**src/rtl/hilo_muldiv_ctrl.sv**
```systemverilog
// hilo_muldiv_ctrl
// Multi-cycle multiply/divide sequencer driving the HI/LO register write port.
// Accepts MULT/MULTU/DIV/DIVU/MTHI/MTLO from EX, stalls the pipeline while a
// multiply or divide is in flight, then emits a single registered write strobe.
// Multiply: product of the latched operands, released after MUL_CYCLES cycles.
// Divide: radix-2 restoring divider on magnitudes, followed by a sign fixup.
module hilo_muldiv_ctrl #(
  parameter int MUL_CYCLES = 2,
  parameter int DIV_ITERS  = 32
) (
  input  logic        clk,
  input  logic        rst,
  input  logic        start,
  input  logic [2:0]  op,
  input  logic [31:0] a,
  input  logic [31:0] b,
  input  logic        cancel,
  output logic        stall,
  output logic [1:0]  hilo_we,
  output logic [31:0] hi_wdata,
  output logic [31:0] lo_wdata
);

  localparam logic [2:0] OP_MULT  = 3'd0;
  localparam logic [2:0] OP_MULTU = 3'd1;
  localparam logic [2:0] OP_DIV   = 3'd2;
  localparam logic [2:0] OP_DIVU  = 3'd3;
  localparam logic [2:0] OP_MTHI  = 3'd4;
  localparam logic [2:0] OP_MTLO  = 3'd5;

  // Multiply counter starts at MUL_CYCLES-1 and strobes on the cycle it is 0.
  localparam logic [5:0] MUL_INIT = 6'(MUL_CYCLES - 1);
  // The divide state spends one extra cycle at the terminal count before FIX,
  // giving 32 steps + 1 handoff + 1 FIX cycle between acceptance and strobe.
  localparam logic [5:0] DIV_LAST = 6'(DIV_ITERS);

  typedef enum logic [1:0] {
    S_IDLE = 2'd0,
    S_MUL  = 2'd1,
    S_DIV  = 2'd2,
    S_FIX  = 2'd3
  } state_t;

  // Two's-complement negate.
  function automatic logic [31:0] f_neg(input logic [31:0] x);
    return ~x + 32'd1;
  endfunction

  // Magnitude of a signed 32-bit value; 0x80000000 maps to itself, which is
  // the correct unsigned magnitude.
  function automatic logic [31:0] f_abs(input logic [31:0] x);
    return x[31] ? f_neg(x) : x;
  endfunction

  state_t      r_state;
  logic [5:0]  r_cnt;
  logic [31:0] r_a;        // raw rs operand (multiplicand, or original dividend)
  logic [31:0] r_b;        // multiplier, or divisor magnitude
  logic        r_signed;   // multiply is signed (MULT)
  logic        r_neg_q;    // quotient must be negated at fixup
  logic        r_neg_r;    // remainder must be negated at fixup
  logic        r_dz;       // divisor was zero
  logic [63:0] r_rq;       // {remainder, quotient} shift register
  logic [1:0]  r_we;
  logic [31:0] r_hi;
  logic [31:0] r_lo;

  logic        w_is_muldiv;
  logic        w_accept;
  logic [63:0] w_ea;
  logic [63:0] w_eb;
  logic [63:0] w_prod;
  logic [32:0] w_rem_sh;
  logic        w_ge;
  logic [31:0] w_sub;
  logic [63:0] w_rq_next;
  logic [31:0] w_q;
  logic [31:0] w_r;
  logic [31:0] w_fix_hi;
  logic [31:0] w_fix_lo;

  // Request decode and the combinational pipeline stall.
  always_comb begin
    w_is_muldiv = (op == OP_MULT) || (op == OP_MULTU) || (op == OP_DIV) || (op == OP_DIVU);
    w_accept    = start & ~cancel;
    stall       = (r_state != S_IDLE) | (w_accept & w_is_muldiv);
  end

  // 64-bit product of the latched operands; sign extension selects MULT vs MULTU,
  // and the low 64 bits of the extended product are exact in both cases.
  always_comb begin
    w_ea   = {{32{r_signed & r_a[31]}}, r_a};
    w_eb   = {{32{r_signed & r_b[31]}}, r_b};
    w_prod = w_ea * w_eb;
  end

  // One restoring-division step: shift left, trial-subtract the divisor from the
  // 33-bit partial remainder, keep the difference and shift in a 1 if it fits.
  always_comb begin
    w_rem_sh = r_rq[63:31];
    w_ge     = (w_rem_sh >= {1'b0, r_b});
    w_sub    = w_rem_sh[31:0] - r_b;
    if (w_ge) begin
      w_rq_next = {w_sub, r_rq[30:0], 1'b1};
    end else begin
      w_rq_next = {r_rq[62:0], 1'b0};
    end
  end

  // Sign fixup of quotient/remainder; a zero divisor returns all-ones quotient
  // and the untouched original dividend.
  always_comb begin
    w_q = r_rq[31:0];
    w_r = r_rq[63:32];
    if (r_dz) begin
      w_fix_lo = 32'hFFFF_FFFF;
      w_fix_hi = r_a;
    end else begin
      w_fix_lo = r_neg_q ? f_neg(w_q) : w_q;
      w_fix_hi = r_neg_r ? f_neg(w_r) : w_r;
    end
  end

  // Sequencer FSM with registered write strobe and write data.
  always_ff @(posedge clk or posedge rst) begin
    if (rst) begin
      r_state  <= S_IDLE;
      r_cnt    <= 6'd0;
      r_a      <= 32'd0;
      r_b      <= 32'd0;
      r_signed <= 1'b0;
      r_neg_q  <= 1'b0;
      r_neg_r  <= 1'b0;
      r_dz     <= 1'b0;
      r_rq     <= 64'd0;
      r_we     <= 2'b00;
      r_hi     <= 32'd0;
      r_lo     <= 32'd0;
    end else begin
      r_we <= 2'b00;
      case (r_state)
        S_IDLE: begin
          if (w_accept) begin
            case (op)
              OP_MULT, OP_MULTU: begin
                r_a      <= a;
                r_b      <= b;
                r_signed <= (op == OP_MULT);
                r_cnt    <= MUL_INIT;
                r_state  <= S_MUL;
              end
              OP_DIV, OP_DIVU: begin
                r_a      <= a;
                r_signed <= (op == OP_DIV);
                r_dz     <= (b == 32'd0);
                r_cnt    <= 6'd0;
                r_state  <= S_DIV;
                if (op == OP_DIV) begin
                  r_b     <= f_abs(b);
                  r_rq    <= {32'd0, f_abs(a)};
                  r_neg_q <= a[31] ^ b[31];
                  r_neg_r <= a[31];
                end else begin
                  r_b     <= b;
                  r_rq    <= {32'd0, a};
                  r_neg_q <= 1'b0;
                  r_neg_r <= 1'b0;
                end
              end
              OP_MTHI: begin
                r_we <= 2'b10;
                r_hi <= a;
              end
              OP_MTLO: begin
                r_we <= 2'b01;
                r_lo <= a;
              end
              default: begin
                r_state <= S_IDLE;
              end
            endcase
          end
        end
        S_MUL: begin
          // The strobe cycle wins over a simultaneous cancel.
          if (r_cnt == 6'd0) begin
            r_we    <= 2'b11;
            r_hi    <= w_prod[63:32];
            r_lo    <= w_prod[31:0];
            r_state <= S_IDLE;
          end else if (cancel) begin
            r_state <= S_IDLE;
          end else begin
            r_cnt <= r_cnt - 6'd1;
          end
        end
        S_DIV: begin
          if (cancel) begin
            r_state <= S_IDLE;
          end else if (r_cnt == DIV_LAST) begin
            r_state <= S_FIX;
          end else begin
            r_rq  <= w_rq_next;
            r_cnt <= r_cnt + 6'd1;
          end
        end
        S_FIX: begin
          // FIX always registers the strobe, so cancel cannot suppress it here.
          r_we    <= 2'b11;
          r_hi    <= w_fix_hi;
          r_lo    <= w_fix_lo;
          r_state <= S_IDLE;
        end
        default: begin
          r_state <= S_IDLE;
        end
      endcase
    end
  end

  assign hilo_we  = r_we;
  assign hi_wdata = r_hi;
  assign lo_wdata = r_lo;

endmodule

```
**config.mk**
```make
export PLATFORM = sky130hd
export DESIGN_NAME = hilo_muldiv_ctrl
export DESIGN_NICKNAME = d
export VERILOG_FILES = /design/src/rtl/hilo_muldiv_ctrl.sv
export SDC_FILE = /design/constraint.sdc
export NUM_CORES = 2
export LEC_CHECK = 0
export CAP_MARGIN = 20
export CORE_MARGIN = 2
export CORE_UTILIZATION = 66
export CTS_CLUSTER_DIAMETER = 200
export DETAILED_ROUTE_END_ITERATION = 8
export GPL_TIMING_DRIVEN = 0
export PLACE_DENSITY_LB_ADDON = 0.25
export SETUP_SLACK_MARGIN = 0.02
export SLEW_MARGIN = 20
export SYNTH_ARGS = -nofsm -noshare
export SYNTH_HDL_FRONTEND = slang
export SYNTH_SLANG_ARGS = --single-unit
```
**constraint.sdc**
```tcl
create_clock -name clk -period 10.83 [get_ports clk]
set_clock_uncertainty 0.2 [all_clocks]
set_input_delay 2.7075 -clock clk [delete_from_list [all_inputs] [get_ports clk]]
set_output_delay 2.7075 -clock clk [all_outputs]
set_load 0.01 [all_outputs]
```
==> metrics.txt <==
most common cell after layout, fill and taps aside inv_1; CTS sink cnt 206; number of flops mapped to enable cells by yosys 0; critical path type reg2reg; worst-path fanout max 10; row cnt a little over 100; final core occ between 70% and 80%; CTS clk-pin slew, worst paths approximately 0.060 ns; Worst Hold Class reg2reg; final setup violation count 0; Buffers on Ports 129; required time of the critical path 11.00 ns; Max Slew Vio Count 0; yosys warns 0; period utilisation layout between 90% and 100%; ys flop type dfrtp_1; I/O pin cnt between 100 and 150; CORE AREA 78610 sq um; syn nets about 7300; Max Clk Rate ~0.094 GHz; setup TNS 0 ns; hpwl dp between 150 and 200 mm; relative slew slack 9.242%; largest net degree at the start of global routing between 100 and 150; drt total wl between 150 and 200 mm; min Tclk post-route 10.65 ns; Largest stage delay, worst path between 0.9 and 1 ns; critical path arrival roughly 11 ns; via/cell ratio around 6.4; Worst-Margin Slew approximately 1.4 ns; cell mode on critical path fa_1; Startpoint Class flip-flop; Synth cell types just over 80; GP Congestion roughly 1.1; Skew-Pair Late Insertion Delay around 0.54 ns; CP Capture Type flip-flop; final hold vios 0; share of post-route cells with drive strength above 1 under 10%; Mapped Cells between 5000 and 6000; drt initial violations between 5000 and 6000; Root Driver clkbuf_16; Total Nets Final between 7000 and 8000; Initial Utilization around 66%; DR pass1 iterations 8; Hold Slack around 0.31 ns; Die W roughly 280 um; FFs w/ async S/R, synth between 90% and 100%; GRT Resource Usage Total between 40% and 50%; global-route wire length before repair ~290 mm; area of the die 81170 sq um; synthesized area 52080 sq um; max-cap check violation count 0; outcome finished, final reports clean; Max clock buf depth 3; initial antenna violation count 25; vias in the first global route 46026; routed len/inst between 20 and 30 um; Area Overhead vs Synth 6.902%; Post-Syn Area per Cell 8.839 sq um; sequential share of the synthesized area just under 10%; CTS Buf Count 25; unrepaired setup endpoints after global routing no; H-tree levels 1; post-synthesis register bit count a little over 200; commonest non-fill, non-tap cells in the layout 1194 x inv_1, 1126 x fa_1, 927 x nand2_1; Routed Antenna Nets 0; placed cells roughly 7000; CP max-delay cell clkdlybuf4s15_1; CTS tree yes; Die H ~280 um; non-filler cells, final 7134; via count approximately 45000; DRC violations left 0; GR Overflow Total 0
[critical path, delay by kind of cell (launching register included)]
family	cells	cell delay, ns
AOI/OAI and AO/OA	6	2.48
adders and majority gates	9	4.53
buffers and inverters	9	2.26
DFF	1	0.34
and+or+nand+nor	3	0.65
[registers in the layout, indices dropped and copies added, names as in the netlist]
| register | flops |
|---|---|
| hilo_we | 2 |
| r_a | 32 |
| r_cnt | 6 |
| r_state | 2 |
| r_signed | 1 |
| r_neg_q | 1 |
| r_rq | 64 |
| r_b | 32 |
| r_dz | 1 |
| lo_wdata | 32 |
| r_neg_r | 1 |
| hi_wdata | 32 |
[cell type report]
| class | instances | area [sq um] |
|---|---|---|
| diodes | 18 | 45.04 |
| plain buffers | 366 | 1438 |
| clock buffers | 38 | 764.5 |
| clock inverters | 4 | 70.07 |
| fillers | 6355 | 22940 |
| inverters | 1196 | 4497 |
| multi-input cells | 4124 | 41040 |
| flip-flops and latches | 206 | 5155 |
| well taps | 1050 | 1314 |
| repair buffers | 132 | 1354 |
[cells in the mapped netlist, drive strengths merged, types with 7 or more instances]
master  instances  area, sq um
a211oi         18        135.1
a21o           35        262.8
a21oi         176        880.8
a221oi         29        254.0
a22oi          18        135.1
a31oi          33        206.5
a41oi          11        96.34
and2          355         2221
and3           26        162.7
buf            18        107.6
clkbuf        348         1306
dfrtp         206         5155
fa           1127        22560
ha            257         3216
inv          1195         4486
mux2           35        394.1
mux2i          34        340.3
nand2         928         3486
nand2b         28        175.2
nand3          38        190.2
nand4          19        118.9
nor2          209        784.5
nor2b           7        43.79
nor3           40        222.7
nor4           11        75.07
o211ai         11        82.58
o21a           22        165.2
o21ai         212         1065
o21bai         22        165.2
o221ai         14        122.6
o22ai          16        100.1
o31ai          37        282.8
o41ai          17        182.7
or2            14        87.58
or3            26        173.9
or4            20        176.4
xnor2         120         1051
xor2           94        823.3
[through the flow]
| step | cell area [sq um] | setup WS [ns] |
|---|---|---|
| 6_report | 55670 | 0.1837 |
| 5_1_grt | 55650 | 0.07068 |
| 4_1_cts | 55610 | 0.1348 |
| 3_5_place_dp | 54780 | 0.2184 |
| 3_3_place_gp | 54680 | -0.6600 |
| 2_1_floorplan | 52080 | 2.298 |
[per-layer routing]
layer  up-vias  GRT usage (%)  part of all wire, %
met5         -              0                0.063
met4        20          35.29                  9.2
met3       970          18.62                   15
met2      3577          70.19                   41
met1     22614          63.59                   34
li1      18240              -                    -
[logic make-up (layout without fill, tap and decap cells)]
kind of cell,count (synthesis),count (layout),synth area share (%)
compound gates,722,722,8.824
flops,206,206,9.898
fa+ha+maj,1384,1384,49.50
other cells,0,18,0
mux,69,69,1.410
simple gates,1735,1735,15.44
xor+xnor,214,214,3.599
buf+inv,1562,1736,11.34
[worst paths after layout]
kind	from	to	slack [ns]	cells past startpoint
max	r_b[21]	hi_wdata[29]	0.18	27
min	lo_wdata[31]	lo_wdata[31]	0.31	1
max reg2reg	r_b[21]	hi_wdata[29]	0.18	27
min reg2reg	lo_wdata[31]	lo_wdata[31]	0.31	1
max in group asynchronous	rst	r_a[26]	7.41	3
min in group asynchronous	rst	r_state[1]	2.26	2
[repair_timing]
action / 4_1_cts / 5_1_grt
setup buffers: 0 / 0
resized for setup: 0 / 3
hold buffers: 0 / 0
endpoints found under the setup margin: 0 / 3
Power is left out: the tool's default activity adds up to more than one toggle a clock period on the data nets, which glitch-free logic cannot reach.
